**config.mk**
```make
export PLATFORM = sky130hd
export DESIGN_NAME = mmio_timer_serial_unit_flat
export DESIGN_NICKNAME = d
export VERILOG_FILES = /design/src/rtl/mmio_timer_serial_unit_if.sv /design/src/rtl/mmio_timer_serial_unit.sv /design/src/flat_wrapper.sv
export SDC_FILE = /design/constraint.sdc
export NUM_CORES = 1
export LEC_CHECK = 0
export BUFFER_PORTS_ARGS = -buffer_cell sky130_fd_sc_hd__buf_2
export CORE_UTILIZATION = 45
export DETAILED_ROUTE_END_ITERATION = 12
export MAX_ROUTING_LAYER = met4
export PLACE_DENSITY = 0.63
export SETUP_SLACK_MARGIN = 0.2
export SLEW_MARGIN = 40
export SYNTH_ARGS = -nofsm -noshare
export SYNTH_HDL_FRONTEND = slang
export SYNTH_SLANG_ARGS = --single-unit
```
**constraint.sdc**
```tcl
create_clock -name clk -period 3.28 [get_ports clk]
set_input_delay 0.164 -clock clk [delete_from_list [all_inputs] [get_ports clk]]
set_output_delay 0.164 -clock clk [all_outputs]
set_load 0.01 [all_outputs]
```
**src/rtl/mmio_timer_serial_unit_if.sv**
```systemverilog
// Request/response, serial sink and interrupt signals of the MMIO timer/serial target.
// The master side is the load/store path; the slave side is the unit itself.
interface mmio_timer_serial_unit_if;
  logic        reqValid;
  logic        reqReady;
  logic        reqIsStore;
  logic [21:0] reqAddr;
  logic [31:0] reqWriteData;
  logic        rspValid;
  logic [31:0] rspData;
  logic        rspError;
  logic        serialValid;
  logic [7:0]  serialData;
  logic        serialReady;
  logic        timerIrq;

  modport master (
    output reqValid, reqIsStore, reqAddr, reqWriteData, serialReady,
    input  reqReady, rspValid, rspData, rspError, serialValid, serialData, timerIrq
  );

  modport slave (
    input  reqValid, reqIsStore, reqAddr, reqWriteData, serialReady,
    output reqReady, rspValid, rspData, rspError, serialValid, serialData, timerIrq
  );
endinterface

```
**src/rtl/mmio_timer_serial_unit.sv**
```systemverilog
// MMIO target: 64-bit mtime/mtimecmp with compare interrupt, plus a serial byte FIFO
// drained by a ready/valid sink. Responses are registered, one cycle after acceptance.
module mmio_timer_serial_unit #(
  parameter int SERIAL_FIFO_DEPTH = 4,
  parameter int TIMER_PRESCALE    = 1
) (
  input logic                clk,
  input logic                rst,
  mmio_timer_serial_unit_if.slave bus
);
  localparam int PW  = (SERIAL_FIFO_DEPTH > 1) ? $clog2(SERIAL_FIFO_DEPTH) : 1;
  localparam int CW  = PW + 1;
  localparam int PSW = (TIMER_PRESCALE > 1) ? $clog2(TIMER_PRESCALE) : 1;

  typedef enum logic [2:0] {
    SEL_NONE, SEL_MTIME_LO, SEL_MTIME_HI, SEL_CMP_LO, SEL_CMP_HI, SEL_SERIAL
  } sel_e;

  sel_e        sel;
  logic        full, accept, wr, tick, push, pop, err;
  logic [31:0] rdata;

  logic [63:0]  mtime_q, mtime_d, cmp_q, cmp_d;
  logic [PSW-1:0] presc_q, presc_d;
  logic         irq_q;
  logic [7:0]   mem_q [SERIAL_FIFO_DEPTH];
  logic [PW-1:0] wr_ptr_q, rd_ptr_q;
  logic [CW-1:0] cnt_q, cnt_d;
  logic         rsp_valid_q, rsp_err_q;
  logic [31:0]  rsp_data_q;

  // The uncachable attribute is irrelevant to this target.
  logic unused_uncachable;
  assign unused_uncachable = bus.reqAddr[21];

  always_comb begin
    sel = SEL_NONE;
    if (bus.reqAddr[20]) begin
      case (bus.reqAddr[19:0])
        20'h00000: sel = SEL_MTIME_LO;
        20'h00004: sel = SEL_MTIME_HI;
        20'h00008: sel = SEL_CMP_LO;
        20'h0000C: sel = SEL_CMP_HI;
        20'h02000: sel = SEL_SERIAL;
        default:   sel = SEL_NONE;
      endcase
    end
  end

  assign full   = (cnt_q == CW'(SERIAL_FIFO_DEPTH));
  // Full FIFO blocks serial stores even when a pop happens in the same cycle.
  assign bus.reqReady = !(bus.reqValid && bus.reqIsStore && (sel == SEL_SERIAL) && full);
  assign accept = bus.reqValid && bus.reqReady;
  assign wr     = accept && bus.reqIsStore;
  assign err    = (sel == SEL_NONE);
  assign tick   = (presc_q == PSW'(TIMER_PRESCALE - 1));
  assign push   = wr && (sel == SEL_SERIAL);
  assign pop    = (cnt_q != '0) && bus.serialReady;

  always_comb begin
    presc_d = tick ? '0 : presc_q + PSW'(1);

    mtime_d = mtime_q;
    if (wr && sel == SEL_MTIME_LO)      mtime_d[31:0]  = bus.reqWriteData;
    else if (wr && sel == SEL_MTIME_HI) mtime_d[63:32] = bus.reqWriteData;
    else if (tick)                      mtime_d        = mtime_q + 64'd1;

    cmp_d = cmp_q;
    if (wr && sel == SEL_CMP_LO) cmp_d[31:0]  = bus.reqWriteData;
    if (wr && sel == SEL_CMP_HI) cmp_d[63:32] = bus.reqWriteData;

    case ({push, pop})
      2'b10:   cnt_d = cnt_q + CW'(1);
      2'b01:   cnt_d = cnt_q - CW'(1);
      default: cnt_d = cnt_q;
    endcase
  end

  always_comb begin
    rdata = '0;
    if (!bus.reqIsStore) begin
      case (sel)
        SEL_MTIME_LO: rdata = mtime_q[31:0];
        SEL_MTIME_HI: rdata = mtime_q[63:32];
        SEL_CMP_LO:   rdata = cmp_q[31:0];
        SEL_CMP_HI:   rdata = cmp_q[63:32];
        SEL_SERIAL:   rdata = 32'(cnt_q);
        default:      rdata = '0;
      endcase
    end
  end

  always_ff @(posedge clk) begin
    if (rst) begin
      mtime_q     <= '0;
      cmp_q       <= '1;
      presc_q     <= '0;
      irq_q       <= 1'b0;
      wr_ptr_q    <= '0;
      rd_ptr_q    <= '0;
      cnt_q       <= '0;
      rsp_valid_q <= 1'b0;
      rsp_err_q   <= 1'b0;
      rsp_data_q  <= '0;
      for (int i = 0; i < SERIAL_FIFO_DEPTH; i++) mem_q[i] <= '0;
    end else begin
      mtime_q     <= mtime_d;
      cmp_q       <= cmp_d;
      presc_q     <= presc_d;
      irq_q       <= (mtime_q >= cmp_q);
      cnt_q       <= cnt_d;
      rsp_valid_q <= accept;
      rsp_err_q   <= accept && err;
      rsp_data_q  <= (accept && !err) ? rdata : '0;
      if (push) begin
        mem_q[wr_ptr_q] <= bus.reqWriteData[7:0];
        wr_ptr_q        <= wr_ptr_q + PW'(1);
      end
      if (pop) rd_ptr_q <= rd_ptr_q + PW'(1);
    end
  end

  assign bus.rspValid    = rsp_valid_q;
  assign bus.rspData     = rsp_data_q;
  assign bus.rspError    = rsp_err_q;
  assign bus.serialValid = (cnt_q != '0);
  assign bus.serialData  = mem_q[rd_ptr_q];
  assign bus.timerIrq    = irq_q;
endmodule

```
**src/flat_wrapper.sv**
```systemverilog
// flat-port wrapper written by rule: the top's interface ports become plain ports
module mmio_timer_serial_unit_flat 
#(
  parameter int SERIAL_FIFO_DEPTH = 4,
  parameter int TIMER_PRESCALE    = 1
)
  (clk, rst, bus_reqValid, bus_reqIsStore, bus_reqAddr, bus_reqWriteData, bus_serialReady, bus_reqReady, bus_rspValid, bus_rspData, bus_rspError, bus_serialValid, bus_serialData, bus_timerIrq);
  mmio_timer_serial_unit_if bus_i ();
  input logic clk;
  input logic rst;
  input wire logic [$bits(bus_i.reqValid)-1:0] bus_reqValid;
  input wire logic [$bits(bus_i.reqIsStore)-1:0] bus_reqIsStore;
  input wire logic [$bits(bus_i.reqAddr)-1:0] bus_reqAddr;
  input wire logic [$bits(bus_i.reqWriteData)-1:0] bus_reqWriteData;
  input wire logic [$bits(bus_i.serialReady)-1:0] bus_serialReady;
  output wire logic [$bits(bus_i.reqReady)-1:0] bus_reqReady;
  output wire logic [$bits(bus_i.rspValid)-1:0] bus_rspValid;
  output wire logic [$bits(bus_i.rspData)-1:0] bus_rspData;
  output wire logic [$bits(bus_i.rspError)-1:0] bus_rspError;
  output wire logic [$bits(bus_i.serialValid)-1:0] bus_serialValid;
  output wire logic [$bits(bus_i.serialData)-1:0] bus_serialData;
  output wire logic [$bits(bus_i.timerIrq)-1:0] bus_timerIrq;
  assign bus_i.reqValid = bus_reqValid;
  assign bus_i.reqIsStore = bus_reqIsStore;
  assign bus_i.reqAddr = bus_reqAddr;
  assign bus_i.reqWriteData = bus_reqWriteData;
  assign bus_i.serialReady = bus_serialReady;
  assign bus_reqReady = bus_i.reqReady;
  assign bus_rspValid = bus_i.rspValid;
  assign bus_rspData = bus_i.rspData;
  assign bus_rspError = bus_i.rspError;
  assign bus_serialValid = bus_i.serialValid;
  assign bus_serialData = bus_i.serialData;
  assign bus_timerIrq = bus_i.timerIrq;
  mmio_timer_serial_unit #(.SERIAL_FIFO_DEPTH(SERIAL_FIFO_DEPTH), .TIMER_PRESCALE(TIMER_PRESCALE)) u_core (.clk(clk), .rst(rst), .bus(bus_i));
endmodule
```
==> impl_metrics.json <==
{
  "cts.sinks": 205,
  "clockBufferDepth": 3,
  "coreArea_mm2": 0.0252,
  "io_pins": 104,
  "min_path_cells": 3,
  "yosys_register_bits": 205,
  "synth-adder-area-share_pct": 7.34,
  "p_switching_uw": 1310,
  "setup_viol": 0,
  "grt_max_degree": 65,
  "cpMostUsedCell": "nand4_1",
  "synth_xor_area_share_pct": 2.81,
  "synthArstFlopShare_pct": 0,
  "status": "completed",
  "startpoint_type": "flip-flop",
  "cts_tree": "yes",
  "drive_above_1_share_pct": 17.0,
  "grt_pass1_wl_mm": 53.3,
  "dp.cells": 1688,
  "critical_path_class": "reg2reg",
  "crit_path_cell_trace": "nand4_1 -> nor4_1 -> nand4_1 -> buf_4 -> or4_1 -> a211oi_1 -> or3_1",
  "area_growth_pct": 18.2,
  "hold_viol_final": 0,
  "synth_top_area_share_pct": 30.1,
  "seqPwrFrac_pct": 45.3,
  "power_frac_clock_pct": 49.5,
  "cellPowerDensity_mw_per_mm2": 419,
  "finalCritPeriodShare_pct": 79.1,
  "chipHeight_um": 162,
  "synth_top_family_by_area": "simple AND/OR/NAND/NOR gates",
  "finClkSkew_ps": 25.9,
  "r2r-start": "u_core.mtime_q[4]",
  "synth_cell_types": 66,
  "clk_pin_slew_ps": 60,
  "portBuffers": 102,
  "rsz0062_at_grt": "no",
  "startpoint": "u_core.mtime_q[4]",
  "comb_power_share_pct": 5.3,
  "fp.dieArea_mm2": 0.0262,
  "vias": 10200,
  "drc_errors": 0,
  "cts_htree_levels": 1,
  "synth_flop_cell": "dfxtp_1",
  "fmax_mhz": 386,
  "gp_congestion": 0.911,
  "endpoint_kind": "flip-flop",
  "drv_cap": 0,
  "holdCritPathClass": "in2reg",
  "synth_compound_area_share_pct": 14.1,
  "numCtsBuffers": 24,
  "timing.rr.end": "u_core.mtime_q[50]",
  "synth_top_cell_by_area": "dfxtp_1",
  "worst_pin_slew_ps": 765,
  "p_sw_share_pct": 22.9,
  "critical-path-slowest-cell": "nor4_1",
  "yosysWarnings": 0,
  "wl_mm": 33.8,
  "critPathArrivalTime_ps": 3050,
  "clock_latency_ps": 530,
  "worstPathRequired_ps": 3740,
  "fin_nets": 1541,
  "synth_fp_nets": 1416,
  "overflow": 0,
  "grt_pass1_vias": 9654,
  "ir_worst_vdd_mv": 0.348,
  "start_util_pct": 45.8,
  "track_usage_pct": 26.5,
  "min-delay-start": "bus_reqWriteData[5]",
  "seq_area_frac_synth_pct": 38.4,
  "synthMuxAreaShare_pct": 8.38,
  "intPower_uw": 4400,
  "synth.avg_cell_area_um2": 8.93,
  "synthSimpleGateAreaFrac_pct": 23.5,
  "post-dp-hpwl_mm": 24.1,
  "wl_per_cell_um": 19.2,
  "drtIter0Drc": 858,
  "postSynthCellCount": 1290,
  "die_x_um": 162,
  "tns_ps": 0,
  "drv_slew": 0,
  "period_needed_ps": 2590,
  "relSlewSlack_pct": 49.0,
  "endpoint": "u_core.mtime_q[50]",
  "drtPass1Iterations": 6,
  "finalPower_uw": 5700,
  "power.static_leakage_uw": 0.00576,
  "rows": 58,
  "critPathMaxStageDelay_ps": 570,
  "antenna_left": 0,
  "viasPerCell": 5.77,
  "reg2regPathDepth": 7,
  "worst-path-max-fanout": 9,
  "synth_area_leaders": "dfxtp_1 30%, edfxtp_1 8.3%, mux4_2 7.8%",
  "cts_root_buffer": "clkbuf_16",
  "cts_resized": 0,
  "synth-edff-count": 32,
  "antenna_found_initial": 1,
  "synth_area_mm2": 0.0115,
  "reg2reg_slack_ps": 690,
  "final_cell_count_no_fill": 1764
}
-- timing repair --
action | in CTS | in global routing
setup endpoints to repair | 0 | 0
endpoints found under the hold margin | 84 | 0
hold buffers | 31 | 0
setup buffers | 0 | 0
-- cells by family (layout without fill, tap and decap cells) --
family | after synthesis | count (layout)
simple gates | 528 | 528
compound gates | 245 | 245
flops | 205 | 205
buf+inv | 161 | 304
fa+ha+maj | 67 | 67
mux | 46 | 46
xor+xnor | 37 | 37
other cells | 1 | 2
-- worst max-delay path: cells and delay by family (launching register included) --
kind                   cells  cell delay (ps)
and+or+nand+nor            5             1650
buffers and inverters      1              230
AOI/OAI and AO/OA          1              190
DFF                        1              470
-- flip-flops by register name (all words and copies together) (netlist names), named ones only --
| signal | cells |
|---|---|
| u_core.wr_ptr_q | 2 |
| u_core.bus.rspError | 1 |
| u_core.mem_q | 32 |
| u_core.mtime_q | 64 |
| u_core.rd_ptr_q | 2 |
| u_core.presc_q | 1 |
| u_core.cnt_q | 3 |
| u_core.bus.rspData | 32 |
| u_core.bus.timerIrq | 1 |
| u_core.cmp_q | 64 |
| u_core.bus.rspValid | 1 |
-- stage by stage --
stage	setup slack, ps	utilization, %	hold slack [ps]	area (µm²)
2_1_floorplan	799	-	301	11500
3_3_place_gp	615	49.5	459	12500
3_5_place_dp	543	49.5	467	12500
4_1_cts	711	54.1	0.143	13600
5_1_grt	510	54.1	27.6	13600
6_report	686	54.1	18.3	13600
-- layout make-up --
type	count	area (µm²)
Fill cell	2344	11600
Multi-Input combinational cell	924	6480
Sequential cell	205	4420
Timing Repair Buffer	175	1150
Clock buffer	26	629
Tap cell	330	413
Inverter	85	319
Clock inverter	18	201
Antenna cell	1	2.50
-- cell usage in the layout, fill, tap and decap left out, types with 39 or more instances in the layout --
cell type,instances
ha_1,66
buf_4,41
inv_1,84
nand3_1,45
nor2_1,152
buf_2,102
nand2_1,95
mux4_2,40
dfxtp_1,173
o211ai_1,42
nor3_1,39
o21ai_0,42
a211oi_1,47
-- cells in the mapped netlist (29+ instances only) --
library cell and number:
clkbuf_1 49, inv_1 85, and2_1 32, nor2_1 152, nand3_1 45, edfxtp_1 32
o211ai_1 42, a211oi_1 47, dfxtp_1 173, mux4_2 40, nand2_1 95, o21ai_0 42
ha_1 66, xnor2_1 29, nor2b_1 31, nor3_1 39
-- per-layer routing --
metal / wire length (µm) / vias to the layer above / track usage, %
met5: 0 / - / -
met4: 787 / 0 / 7.50
met3: 2010 / 60 / 3.24
met2: 16500 / 325 / 44.5
met1: 14500 / 4849 / 33.6
li1: - / 4944 / -
-- worst min path at each step --
stage	slack, ps	to
after global routing	30	u_core.cmp_q[37]
after CTS	0.1	u_core.cmp_q[37]
after detailed placement	470	u_core.cmp_q[54]
after floorplan	300	u_core.mtime_q[17]
final	20	u_core.cmp_q[37]
after global placement	460	u_core.cmp_q[47]
-- power by group through the flow --
stage	sequential [µW]	clock [µW]	combinational, µW
floorplan	2630	0	144
global placement	2640	0	270
detailed placement	2640	0	272
CTS	2580	2860	300
global route	2580	2970	321
finish	2580	2820	300
Note: power is estimated with default switching activity, not from simulation.
